<file path="config.mk">
export PLATFORM = sky130hd
export DESIGN_NAME = dm_port_arbiter
export DESIGN_NICKNAME = d
export VERILOG_FILES = /design/src/rtl/dm_port_arbiter.sv
export SDC_FILE = /design/constraint.sdc
export NUM_CORES = 1
export LEC_CHECK = 0
export BUFFER_PORTS_ARGS = -buffer_cell sky130_fd_sc_hd__buf_2
export CAP_MARGIN = 15
export CORE_AREA = 2 2 112 114
export CTS_BUF_LIST = sky130_fd_sc_hd__clkbuf_2 sky130_fd_sc_hd__clkbuf_4 sky130_fd_sc_hd__clkbuf_8
export DETAILED_ROUTE_END_ITERATION = 10
export DIE_AREA = 0 0 114 116
export PLACE_DENSITY = 0.79
export SLEW_MARGIN = 20
export SYNTH_ARGS = -nofsm -noshare
export SYNTH_HDL_FRONTEND = slang
export SYNTH_SLANG_ARGS = --single-unit
</file>
<file path="constraint.sdc">
create_clock -name clk -period 3.6 [get_ports clk]
set_input_delay 0.36 -clock clk [delete_from_list [all_inputs] [get_ports clk]]
set_output_delay 0.36 -clock clk [all_outputs]
set_load 0.005 [all_outputs]
</file>
<file path="src/rtl/dm_port_arbiter.sv">
// -----------------------------------------------------------------------------
// dm_port_arbiter
//
// Shares one single-port, word-organised data memory (1-cycle read latency)
// between two requesters: port 0 is the CPU MEM stage and port 1 is the
// debug/DMA master. The arbiter works round-robin. It turns byte/half/word
// operations into byte-lane enables and lane-replicated write data. It also
// sign- or zero-extends the data returned by loads.
//
// Optional feature (compile-time macro DM_ARB_LOCK_EN):
//   When this macro is defined, the inputs p0_lock/p1_lock are added. A
//   request granted with lock=1 pins the arbiter to that port until the same
//   port is granted a request with lock=0.
//
// Ports
//   clk, reset            clock, synchronous active-high reset
//   pN_req/we/size/unsigned/addr/wdata
//                         request from port N (fields held until pN_gnt)
//   pN_lock               (DM_ARB_LOCK_EN only) lock request for port N
//   pN_gnt                access accepted this cycle (combinational)
//   pN_rvalid/pN_rdata    load response, one cycle after the grant
//   pN_err                misaligned/illegal request, one cycle after grant
//   mem_en/we/be/addr/wdata  SRAM command
//   mem_rdata             SRAM read word, valid the cycle after a read
// -----------------------------------------------------------------------------
module dm_port_arbiter #(
  parameter int MEM_AW = 10
) (
  input  logic              clk,
  input  logic              reset,
  input  logic              p0_req,
  input  logic              p0_we,
  input  logic [1:0]        p0_size,
  input  logic              p0_unsigned,
  input  logic [31:0]       p0_addr,
  input  logic [31:0]       p0_wdata,
  input  logic              p1_req,
  input  logic              p1_we,
  input  logic [1:0]        p1_size,
  input  logic              p1_unsigned,
  input  logic [31:0]       p1_addr,
  input  logic [31:0]       p1_wdata,
`ifdef DM_ARB_LOCK_EN
  input  logic              p0_lock,
  input  logic              p1_lock,
`endif
  output logic              p0_gnt,
  output logic              p0_rvalid,
  output logic [31:0]       p0_rdata,
  output logic              p0_err,
  output logic              p1_gnt,
  output logic              p1_rvalid,
  output logic [31:0]       p1_rdata,
  output logic              p1_err,
  output logic              mem_en,
  output logic              mem_we,
  output logic [3:0]        mem_be,
  output logic [MEM_AW-1:0] mem_addr,
  output logic [31:0]       mem_wdata,
  input  logic [31:0]       mem_rdata
);

  typedef enum logic [2:0] {
    IDLE      = 3'd0,
    GRANT_P0  = 3'd1,
    GRANT_P1  = 3'd2
`ifdef DM_ARB_LOCK_EN
    ,
    LOCKED_P0 = 3'd3,
    LOCKED_P1 = 3'd4
`endif
  } state_t;

  state_t      state, next_state;
  logic        rr_hist, last_granted;
  logic        rr_pick0, rr_pick1;
  logic        gnt0, gnt1, any_gnt;
  logic        sel_we, sel_uns;
  logic [1:0]  sel_size;
  logic [31:0] sel_addr, sel_wdata;
  logic        legal, access;
  logic [3:0]  lane_mask;
  logic        rd_pending, rd_owner, rd_uns;
  logic [1:0]  rd_off, rd_size;
  logic        err0_q, err1_q;
  logic [31:0] rdata0_q, rdata1_q;
  logic [31:0] rd_lane, load_ext;
  logic        unused_addr_bits;

  // The state only remembers last cycle's grant. When the arbiter is idle,
  // rr_hist carries the pointer forward so that it survives idle gaps.
  always_comb begin
    last_granted = rr_hist;
    case (state)
      GRANT_P0:  last_granted = 1'b0;
      GRANT_P1:  last_granted = 1'b1;
`ifdef DM_ARB_LOCK_EN
      LOCKED_P0: last_granted = 1'b0;
      LOCKED_P1: last_granted = 1'b1;
`endif
      default:   ;
    endcase
  end

  // Port 1 wins when it is the only requester, or on a conflict if port 0
  // was the last port served.
  assign rr_pick1 = p1_req & (~p0_req | ~last_granted);
  assign rr_pick0 = p0_req & ~rr_pick1;

  // Grant selection and next-state logic. Grants are held low during reset.
  always_comb begin
    gnt0       = 1'b0;
    gnt1       = 1'b0;
    next_state = IDLE;
`ifdef DM_ARB_LOCK_EN
    if (state == LOCKED_P0) begin
      gnt0 = p0_req;
    end else if (state == LOCKED_P1) begin
      gnt1 = p1_req;
    end else begin
      gnt0 = rr_pick0;
      gnt1 = rr_pick1;
    end
`else
    gnt0 = rr_pick0;
    gnt1 = rr_pick1;
`endif
    if (reset) begin
      gnt0 = 1'b0;
      gnt1 = 1'b0;
    end
`ifdef DM_ARB_LOCK_EN
    if (gnt0) begin
      next_state = p0_lock ? LOCKED_P0 : GRANT_P0;
    end else if (gnt1) begin
      next_state = p1_lock ? LOCKED_P1 : GRANT_P1;
    end else if (state == LOCKED_P0 || state == LOCKED_P1) begin
      next_state = state;
    end
`else
    if (gnt0) begin
      next_state = GRANT_P0;
    end else if (gnt1) begin
      next_state = GRANT_P1;
    end
`endif
  end

  // State register; after reset, port 1 counts as the last port granted.
  always_ff @(posedge clk) begin
    if (reset) begin
      state   <= IDLE;
      rr_hist <= 1'b1;
    end else begin
      state   <= next_state;
      rr_hist <= last_granted;
    end
  end

  assign any_gnt   = gnt0 | gnt1;
  assign sel_we    = gnt1 ? p1_we       : p0_we;
  assign sel_uns   = gnt1 ? p1_unsigned : p0_unsigned;
  assign sel_size  = gnt1 ? p1_size     : p0_size;
  assign sel_addr  = gnt1 ? p1_addr     : p0_addr;
  assign sel_wdata = gnt1 ? p1_wdata    : p0_wdata;

  // Alignment check and byte-lane mask for the selected request.
  always_comb begin
    legal     = 1'b0;
    lane_mask = 4'b0000;
    case (sel_size)
      2'b00: begin
        legal     = 1'b1;
        lane_mask = 4'b0001 << sel_addr[1:0];
      end
      2'b01: begin
        legal     = ~sel_addr[0];
        lane_mask = 4'b0011 << sel_addr[1:0];
      end
      2'b10: begin
        legal     = (sel_addr[1:0] == 2'b00);
        lane_mask = 4'b1111;
      end
      default: ;
    endcase
  end

  assign access   = any_gnt & legal;
  assign mem_en   = access;
  assign mem_we   = access & sel_we;
  assign mem_be   = access ? lane_mask : 4'b0000;
  assign mem_addr = sel_addr[MEM_AW+1:2];

  // Store data is replicated across the word so that every enabled lane
  // sees the right bytes, whatever the address offset.
  always_comb begin
    mem_wdata = 32'h0;
    if (access & sel_we) begin
      case (sel_size)
        2'b00:   mem_wdata = {4{sel_wdata[7:0]}};
        2'b01:   mem_wdata = {2{sel_wdata[15:0]}};
        default: mem_wdata = sel_wdata;
      endcase
    end
  end

  assign unused_addr_bits = ^sel_addr[31:MEM_AW+2];

  // Response tracking: the load context is registered at grant time, and
  // error flags are raised the cycle after an illegal grant.
  always_ff @(posedge clk) begin
    if (reset) begin
      rd_pending <= 1'b0;
      rd_owner   <= 1'b0;
      rd_off     <= 2'b00;
      rd_size    <= 2'b00;
      rd_uns     <= 1'b0;
      err0_q     <= 1'b0;
      err1_q     <= 1'b0;
      rdata0_q   <= 32'h0;
      rdata1_q   <= 32'h0;
    end else begin
      rd_pending <= access & ~sel_we;
      if (access & ~sel_we) begin
        rd_owner <= gnt1;
        rd_off   <= sel_addr[1:0];
        rd_size  <= sel_size;
        rd_uns   <= sel_uns;
      end
      err0_q <= gnt0 & ~legal;
      err1_q <= gnt1 & ~legal;
      if (rd_pending & ~rd_owner) rdata0_q <= load_ext;
      if (rd_pending & rd_owner)  rdata1_q <= load_ext;
    end
  end

  // Move the addressed lane down to bit 0, then extend it.
  assign rd_lane = mem_rdata >> {rd_off, 3'b000};

  always_comb begin
    case (rd_size)
      2'b00:   load_ext = {{24{~rd_uns & rd_lane[7]}},  rd_lane[7:0]};
      2'b01:   load_ext = {{16{~rd_uns & rd_lane[15]}}, rd_lane[15:0]};
      default: load_ext = rd_lane;
    endcase
  end

  // Responses are masked during reset, so a read that was pending when
  // reset arrived never produces an rvalid.
  assign p0_gnt    = gnt0;
  assign p1_gnt    = gnt1;
  assign p0_rvalid = ~reset & rd_pending & ~rd_owner;
  assign p1_rvalid = ~reset & rd_pending & rd_owner;
  assign p0_err    = ~reset & err0_q;
  assign p1_err    = ~reset & err1_q;
  assign p0_rdata  = reset ? 32'h0 : (p0_rvalid ? load_ext : rdata0_q);
  assign p1_rdata  = reset ? 32'h0 : (p1_rvalid ? load_ext : rdata1_q);

endmodule

</file>
# After elaboration in Yosys (flattened, before gate mapping)
# Cells that the tools add are included.
dict set report totals {
  register_bits 76
  in_bits 172
  word_cells 71
}
dict set report op_classes {
  eq_ne 5
  shift 3
  muxes 20
  bitwise 27
  reduce_logical 4
}
# op n
set op_table {}
lappend op_table {{$mux W32} 6}
lappend op_table {{$pmux W32 S2} 2}
lappend op_table {{$shr A32 B5 Y32} 1}
lappend op_table {{$and A1 B1 Y1} 16}
lappend op_table {{$mux W12} 1}
lappend op_table {{$pmux W4 S3} 1}
lappend op_table {{$not A1 Y1} 9}
lappend op_table {{$eq A2 B1 Y1 const B} 3}
lappend op_table {{$logic_not A2 Y1} 3}
lappend op_table {{$mux W1} 5}
lappend op_table {{$eq A2 B2 Y1 const B} 2}
lappend op_table {{$mux W2} 2}
lappend op_table {{$mux W4} 1}
lappend op_table {{$shl A1 B2 Y4 const A} 1}
lappend op_table {{$shl A2 B2 Y4 const A} 1}
lappend op_table {{$pmux W1 S3} 1}
lappend op_table {{$or A1 B1 Y1} 2}
lappend op_table {{$pmux W1 S2} 1}
lappend op_table {{$reduce_or A2 Y1} 1}

# Depth between registers and ports, before layout
# Gate-level depths: netlist of run 1.
dict set report logic_depth {
  word_depth 12
  ltp_mapped 11
  depth_no_buf 8
}

# Least setup slack after synthesis of run 1
# Ideal clock, no wire load.
dict set report synth_path {
  path_type {register to output}
  start {register state[0]}
  end {output mem_be[1]}
  arrival_ps 2332
  required_time_ps 3240
  slack_ps 908
  path_stages_with_launch 11
  n_path_buf 2
  path_cell_list {dfxtp_1 > inv_1 > ha_1 > mux2_4 > a211o_1 > buf_6 > inv_2 > buf_6 > mux2_2 > a211o_1 > a21oi_1}
}
dict set report synth_between {
  elab_chain_len 11
  elab_cells_between_ends 24
}
# item line
set synth_lines {}
lappend synth_lines {{start, declared} 74} ;# state_t state, next_state;
lappend synth_lines {{start signal, assigned} 155} ;# state <= next_state;
lappend synth_lines {{$eq A2 B2 Y1 or $eq A2 B1 Y1 (tied branches)} 94} ;# case (state)
lappend synth_lines {{$pmux W1 S2 (*)} 94}
lappend synth_lines {{$not A1 Y1 (*)} 107} ;# assign rr_pick1 = p1_req & (~p0_req | ~last_granted);
lappend synth_lines {{$or A1 B1 Y1 (*)} 107}
lappend synth_lines {{$and A1 B1 Y1 (*)} 107}
lappend synth_lines {{$mux W1 or $not A1 Y1 (tied branches)} {128, 108}}
lappend synth_lines {{$mux W2 (tied with other cells)} 163} ;# assign sel_size = gnt1 ? p1_size : p0_size;
lappend synth_lines {{$eq A2 B2 Y1 (tied with other cells)} 171} ;# case (sel_size)
lappend synth_lines {{$pmux W1 S3 or $or A1 B1 Y1 (tied branches)} {171, 160}}
lappend synth_lines {{$and A1 B1 Y1} 188} ;# assign access = any_gnt & legal;
lappend synth_lines {{$mux W4 (*)} 191} ;# assign mem_be = access ? lane_mask : 4'b0000;
lappend synth_lines {{end, declared} 57} ;# output logic [3:0] mem_be,
# Mark *: on every way between the ends. The rest lies on a longest branch, timed or not.

# Worst setup path after layout of run 1
dict set report layout_path {
  start {register state[0]}
  end {output mem_wdata[21]}
}
dict set report layout_between {
  elab_chain_len 12
  elab_cells_between_ends 25
}
# item line
set layout_lines {}
lappend layout_lines {{$eq A2 B2 Y1 or $eq A2 B1 Y1 (tied branches)} 94}
lappend layout_lines {{$pmux W1 S2 (*)} 94}
lappend layout_lines {{$not A1 Y1 (*)} 107}
lappend layout_lines {{$or A1 B1 Y1 (*)} 107}
lappend layout_lines {{$and A1 B1 Y1 (*)} 107}
lappend layout_lines {{$mux W1 or $not A1 Y1 (tied branches)} {128, 108}}
lappend layout_lines {{$mux W2 (tied with other cells)} 163}
lappend layout_lines {{$eq A2 B2 Y1 (tied with other cells)} 171}
lappend layout_lines {{$pmux W1 S3 or $or A1 B1 Y1 (tied branches)} {171, 160}}
lappend layout_lines {{$and A1 B1 Y1} 188}
lappend layout_lines {{$and A1 B1 Y1} 198} ;# if (access & sel_we) begin
lappend layout_lines {{$mux W32 (*)} 198}
lappend layout_lines {{end, declared} 59} ;# output logic [31:0] mem_wdata,
# Marks and branches as above.

==> results.cfg, run 1 <==
[min_path]
min_path_type = in2reg

[synth]
yosys.area_share.simple_pct = 15.0
synthTopCellsByArea = dfxtp_1 29%, mux2i_1 13%, a311oi_1 11%, nor2_1 7.3%, mux2_2 6.2%
syn-instance-count = 643
synth.avg_cell_area_sq_um = 8.15
synth_adder_area_share_pct = 0.239
synth_xor_area_share_pct = 0.334
synth.yosys.warnings = 0
synth_top_family_by_area = compound AO/OA/AOI/OAI gates
synth_compound_area_share_pct = 26.0
synth_cell_types = 42
async_reset_ff_share_pct = 0
synth_edf_count = 0
ys_seq_area_share_pct = 29.0
synth_seq_cells = 76
dominantRegCellSynth = dfxtp_1
yosys.area.top_type = dfxtp_1
synth_most_common_cell = nor2_1
synthMuxAreaShare_pct = 21.5
syn_nets = 816
yosysTopAreaCellShare_pct = 29.0
synthTopCellsByCount = 102 x nor2_1, 76 x dfxtp_1, 68 x mux2i_1
syn_area_sq_um = 5240

[detailed_routing]
dr.pass1.iters = 5
wire_per_inst_microns = 17.6
vias = 5679
drtIter0Drc = 457
ant_nets = 0
viasPerCell = 5.67
finalWirelength_mm = 17.6
drc_errors = 0

[global_route]
antenna_found_initial = 2
globalRouteOverflowTotal = 0
grt_pass1_wl_mm = 26.9
grt_max_degree = 87
grt_pass1_vias = 5131
grt_usage_pct = 26.0

[clocking]
cts_made_buffers = 9
clk_pin_slew_ns = 0.08
cts_max_level = 3
root_buffer = clkbuf_8
clk_path_buf_depth = 2
worstSkewPairLatency_ns = 0.36
cts_tree = built
ctsHoldBuffers = 0
clock-sinks = 76

[placed_design]
numPortBuffers = 249
dp_cells = 985
dp_hpwl_mm = 13.7
gp_congestion = 0.928

[setup_path]
required_ns = 3.24
crit_buf_inv = 3
path_class = reg2out
cpPeakStageDelay_ns = 0.59
slowest_stage = mux2_2
cp_max_fo = 26
critPathTopFamily = multiplexers
cp-end-kind = primary output
cp_data_arrival_time_ns = 3.08
crit_path_start_kind = flip-flop
path_cells = inv_1 > ha_1 > mux2_4 > a211o_4 > mux2_2 > buf_4 > nor2_1 > a211oi_1 > buf_2

[sta]
relSlewSlack_pct = 32.7
tightest_slew_ns = 1.01
period_share_pct = 95.6
fin_crit_ns = 3.44
slew_viol_final = 0
setup_tns_ns = 0
finalHoldViolCount = 0
rsz0062_at_grt = no
setup_violations = 0
worst_clock_skew_ns = 0.00518
fmax_ghz = 0.290

[power_and_ir_drop]
pwr-share-comb_pct = 28.4
report.power.total_mw = 2.11
switching_power_uw = 692
p_int_mw = 1.42
leakage_nw = 2.93
switching_share_pct = 32.7
power.clock.fraction_pct = 29.8
powerDensity_nw_per_um2 = 318
pwr-share-seq_pct = 41.8
ir_worst_vdd_v = 0.000168

[finish]
fin_nets = 1021
drive_gt1_share_pct = 38.6
area_growth_pct = 26.8
layoutNonFillerInstCount = 1001
post-route-util_pct = 55.8

[outcome]
status = complete, no violations

[floorplan]
fp.dieW_microns = 114
core_area_sq_um = 11900
chipHeight_microns = 116
dieArea_sq_um = 13200
start_util_pct = 44.0
io-pin-count = 290
rows = 40

[run]
drv_cap = 0
## layout make-up
type | instances | area (sq um)
antenna | 1 | 2.50
tap | 147 | 184
clock buffer | 11 | 151
multi-input combinational | 486 | 3330
timing repair buffer | 267 | 1400
inverter | 8 | 30.0
sequential | 76 | 1520
clock inverter | 5 | 35.0
fill | 1185 | 5260
## kinds of logic after synthesis
| family | count (synthesis) |
|---|---|
| mux | 103 |
| simple gates | 193 |
| buf+inv | 81 |
| fa+ha+maj | 1 |
| flops | 76 |
| compound gates | 187 |
| xor+xnor | 2 |
## power groups by stage
stage | clock network (mW) | registers [mW] | logic, mW
after floorplan | 0 | 0.898 | 0.394
after global placement | 0 | 0.903 | 0.585
after detailed placement | 0 | 0.904 | 0.593
after CTS | 0.640 | 0.884 | 0.598
after global routing | 0.683 | 0.888 | 0.660
final | 0.629 | 0.884 | 0.600
## flip-flops by register name (all words and copies together) (netlist names), 2 cells and up
| register | cells |
|---|---|
| rdata0_q | 32 |
| rdata1_q | 32 |
| rd_off | 2 |
| rd_size | 2 |
| state | 2 |
## what timing repair did
| item | in CTS | in global routing |
|---|---|---|
| setup endpoints to repair | 1 | 1 |
| buffers inserted | 0 | 0 |
| resized for setup | 2 | 3 |
| hold endpoints to repair | 0 | 0 |
## routing by layer
metal / global-route usage, % / vias up / wire length (microns)
met1: 31.6 / 2615 / 7150
met5: 0 / - / 19
li1: - / 2780 / -
met2: 46.0 / 250 / 8690
met3: 5.07 / 32 / 1390
met4: 8.94 / 2 / 365
## placed cells by master, fill, tap and decap left out, types with 3 or more instances in the layout
cell type	n
a21oi_1	45
a211oi_2	3
nor2_1	102
buf_2	248
nor3_1	5
nand3_1	3
a22oi_1	14
o21ai_0	16
mux2i_4	3
a311oi_1	64
nor2b_1	13
dfxtp_1	76
a211oi_1	26
nand2_1	62
mux2_2	29
clkbuf_8	11
buf_4	18
mux2i_1	68
inv_1	7
## through the flow
step | hold slack [ns] | setup WS, ns | instance area [sq um]
finish | 0.232 | 0.157 | 6650
global route | 0.239 | 0.00623 | 6650
CTS | 0.217 | 0.0589 | 6640
detailed placement | 0.456 | 0.287 | 6440
global placement | 0.450 | 0.356 | 6440
floorplan | 0.444 | 0.908 | 5240
## final timing paths
| kind | start | endpoint | slack (ns) | cells after the start |
|---|---|---|---|---|
| hold / removal | p1_we | rd_owner | 0.23 | 2 |
| setup reg to reg | state[0] | rd_size[0] | 0.89 | 8 |
| hold reg to reg | rdata1_q[4] | rdata1_q[4] | 0.47 | 2 |
| setup / recovery | state[0] | mem_wdata[21] | 0.16 | 9 |
Note: power is estimated with default switching activity, not from simulation.
==> inputs of run 2 (changes only) <==
CORE_AREA = 2 2 125 97   (was 2 2 112 114)
DIE_AREA = 0 0 127 99   (was 0 0 114 116)
PLACE_DENSITY = 0.83   (was 0.79)
==> results.cfg, run 2 (synthesized netlist as in run 1, its figures left out) <==
[power_and_ir_drop]
pwr-share-seq_pct = 40.9
switching_share_pct = 30.4
p_int_mw = 1.50
powerDensity_nw_per_um2 = 325
leakage_nw = 2.92
switching_power_uw = 655
power.clock.fraction_pct = 31.7
pwr-share-comb_pct = 27.3
ir_worst_vdd_v = 0.000216

[clocking]
cts_tree = built
cts_max_level = 3
root_buffer = clkbuf_8
postCtsSetupBuffers = 0
post_cts_resized = 0
clock-sinks = 76
clk_path_buf_depth = 2
clk_pin_slew_ns = 0.07
worstSkewPairLatency_ns = 0.35
ctsHoldBuffers = 0
cts_made_buffers = 9

[sta]
fin_crit_ns = 3.38
relSlewSlack_pct = 30.9
slew_viol_final = 0
tightest_slew_ns = 1.04
fmax_ghz = 0.295
setup_violations = 0
post-route-worst-setup-slack_ns = 0.215
setup_tns_ns = 0
finalHoldViolCount = 0
worst_clock_skew_ns = 0.00714
rsz0062_at_grt = no
period_share_pct = 94.0

[detailed_routing]
wire_per_inst_microns = 17.4
finalWirelength_mm = 17.3
viasPerCell = 5.68
vias = 5667
ant_nets = 0
drtIter0Drc = 522
dr.pass1.iters = 6
drc_errors = 0

[global_route]
antenna_found_initial = 6
grt_pass1_vias = 4860
grt_pass1_wl_mm = 26.0
grt_util_met3_pct = 6.30
grt_busiest_layer = met1
use_met1_pct = 39.1
grt_usage_pct = 26.2
grt_max_degree = 112
met2_usage_pct = 36.0
globalRouteOverflowTotal = 0

[setup_path]
cp_max_fo = 34
cpPeakStageDelay_ns = 0.46
path_class = reg2out
crit_path_start_kind = flip-flop
critPathTopFamily = multiplexers
cp_data_arrival_time_ns = 3.02
crit_buf_inv = 4
slowest_stage = a211o_2
cp-end-kind = primary output
required_ns = 3.24
path_cells = inv_1 > ha_1 > mux2_4 > a211o_2 > inv_2 > buf_12 > mux2_2 > nor2_1 > a211oi_2 > buf_2

[floorplan]
core_area_sq_um = 11300
rows = 34
dieArea_sq_um = 12600
fp.dieW_microns = 127
start_util_pct = 46.3
io-pin-count = 290
chipHeight_microns = 99

[min_path]
min_path_type = in2reg

[finish]
layout_common_cells = 248 x buf_2, 102 x nor2_1, 76 x dfxtp_1
fillers = 1073
layoutNonFillerInstCount = 997
layout_commonest_cell = buf_2
drive_gt1_share_pct = 37.9
regArea_sq_um = 1520
fin_nets = 1015
multi_input_area_sq_um = 3320
area_growth_pct = 26.5
top_regs = rdata0_q: 32 flops, rdata1_q: 32 flops

[placed_design]
numPortBuffers = 249
dp_slack_ns = 0.512
dp_cells = 975
dp_hpwl_mm = 13.3
gp_congestion = 0.924

[run]
drv_cap = 0

[outcome]
status = complete, no violations
run 2: final timing paths:
path                                     end  cells after the start  slack [ns]        start
worst min-delay path                rd_owner                      2        0.24        p1_we
worst max-delay path            mem_wdata[8]                     10        0.22     state[0]
worst max register to register    rd_size[0]                      8        0.90     state[0]
worst min register to register   rdata0_q[4]                      2        0.47  rdata0_q[4]
run 2: area by class of cell:
| class | instances | share of cell area [%] |
|---|---|---|
| multi-input combinational | 486 | 50.1 |
| inverter | 8 | 0.453 |
| timing repair buffer | 261 | 20.4 |
| clock buffer | 9 | 1.87 |
| antenna | 7 | 0.264 |
| clock inverter | 6 | 1.21 |
| sequential | 76 | 22.9 |
| tap | 144 | 2.72 |
run 2: worst reg2reg max path, cell delays in order, from the launching register on:
cell and delay (ns):
dfxtp_1 0.31, inv_1 0.04, ha_1 0.32, mux2_4 0.32, a211o_2 0.46, inv_2 0.18, mux2i_1 0.44, a31oi_1 0.17
a2111oi_2 0.36
run 2: power by group through the flow:
stage / Sequential (mW) / Clock [mW] / Combinational (mW)
global route: 0.886 / 0.738 / 0.640
CTS: 0.883 / 0.701 / 0.579
finish: 0.883 / 0.684 / 0.590
global placement: 0.901 / 0 / 0.572
floorplan: 0.898 / 0 / 0.394
detailed placement: 0.902 / 0 / 0.577
run 2: routing by layer:
| metal | vias to the layer above | part of all wire (%) |
|---|---|---|
| met4 | 0 | 3.3 |
| met1 | 2602 | 47 |
| met5 | - | 0 |
| met3 | 32 | 7.2 |
| li1 | 2781 | - |
| met2 | 252 | 42 |
run 2: through the flow:
step                utilization, %  hold slack [ns]  power [mW]  instance area [sq um]
floorplan                        -            0.444        1.29                   5240
global placement              56.6            0.450        1.47                   6400
detailed placement            56.6            0.459        1.48                   6400
CTS                           58.4            0.218        2.16                   6600
global route                  58.6            0.219        2.26                   6630
finish                        58.6            0.241        2.16                   6630
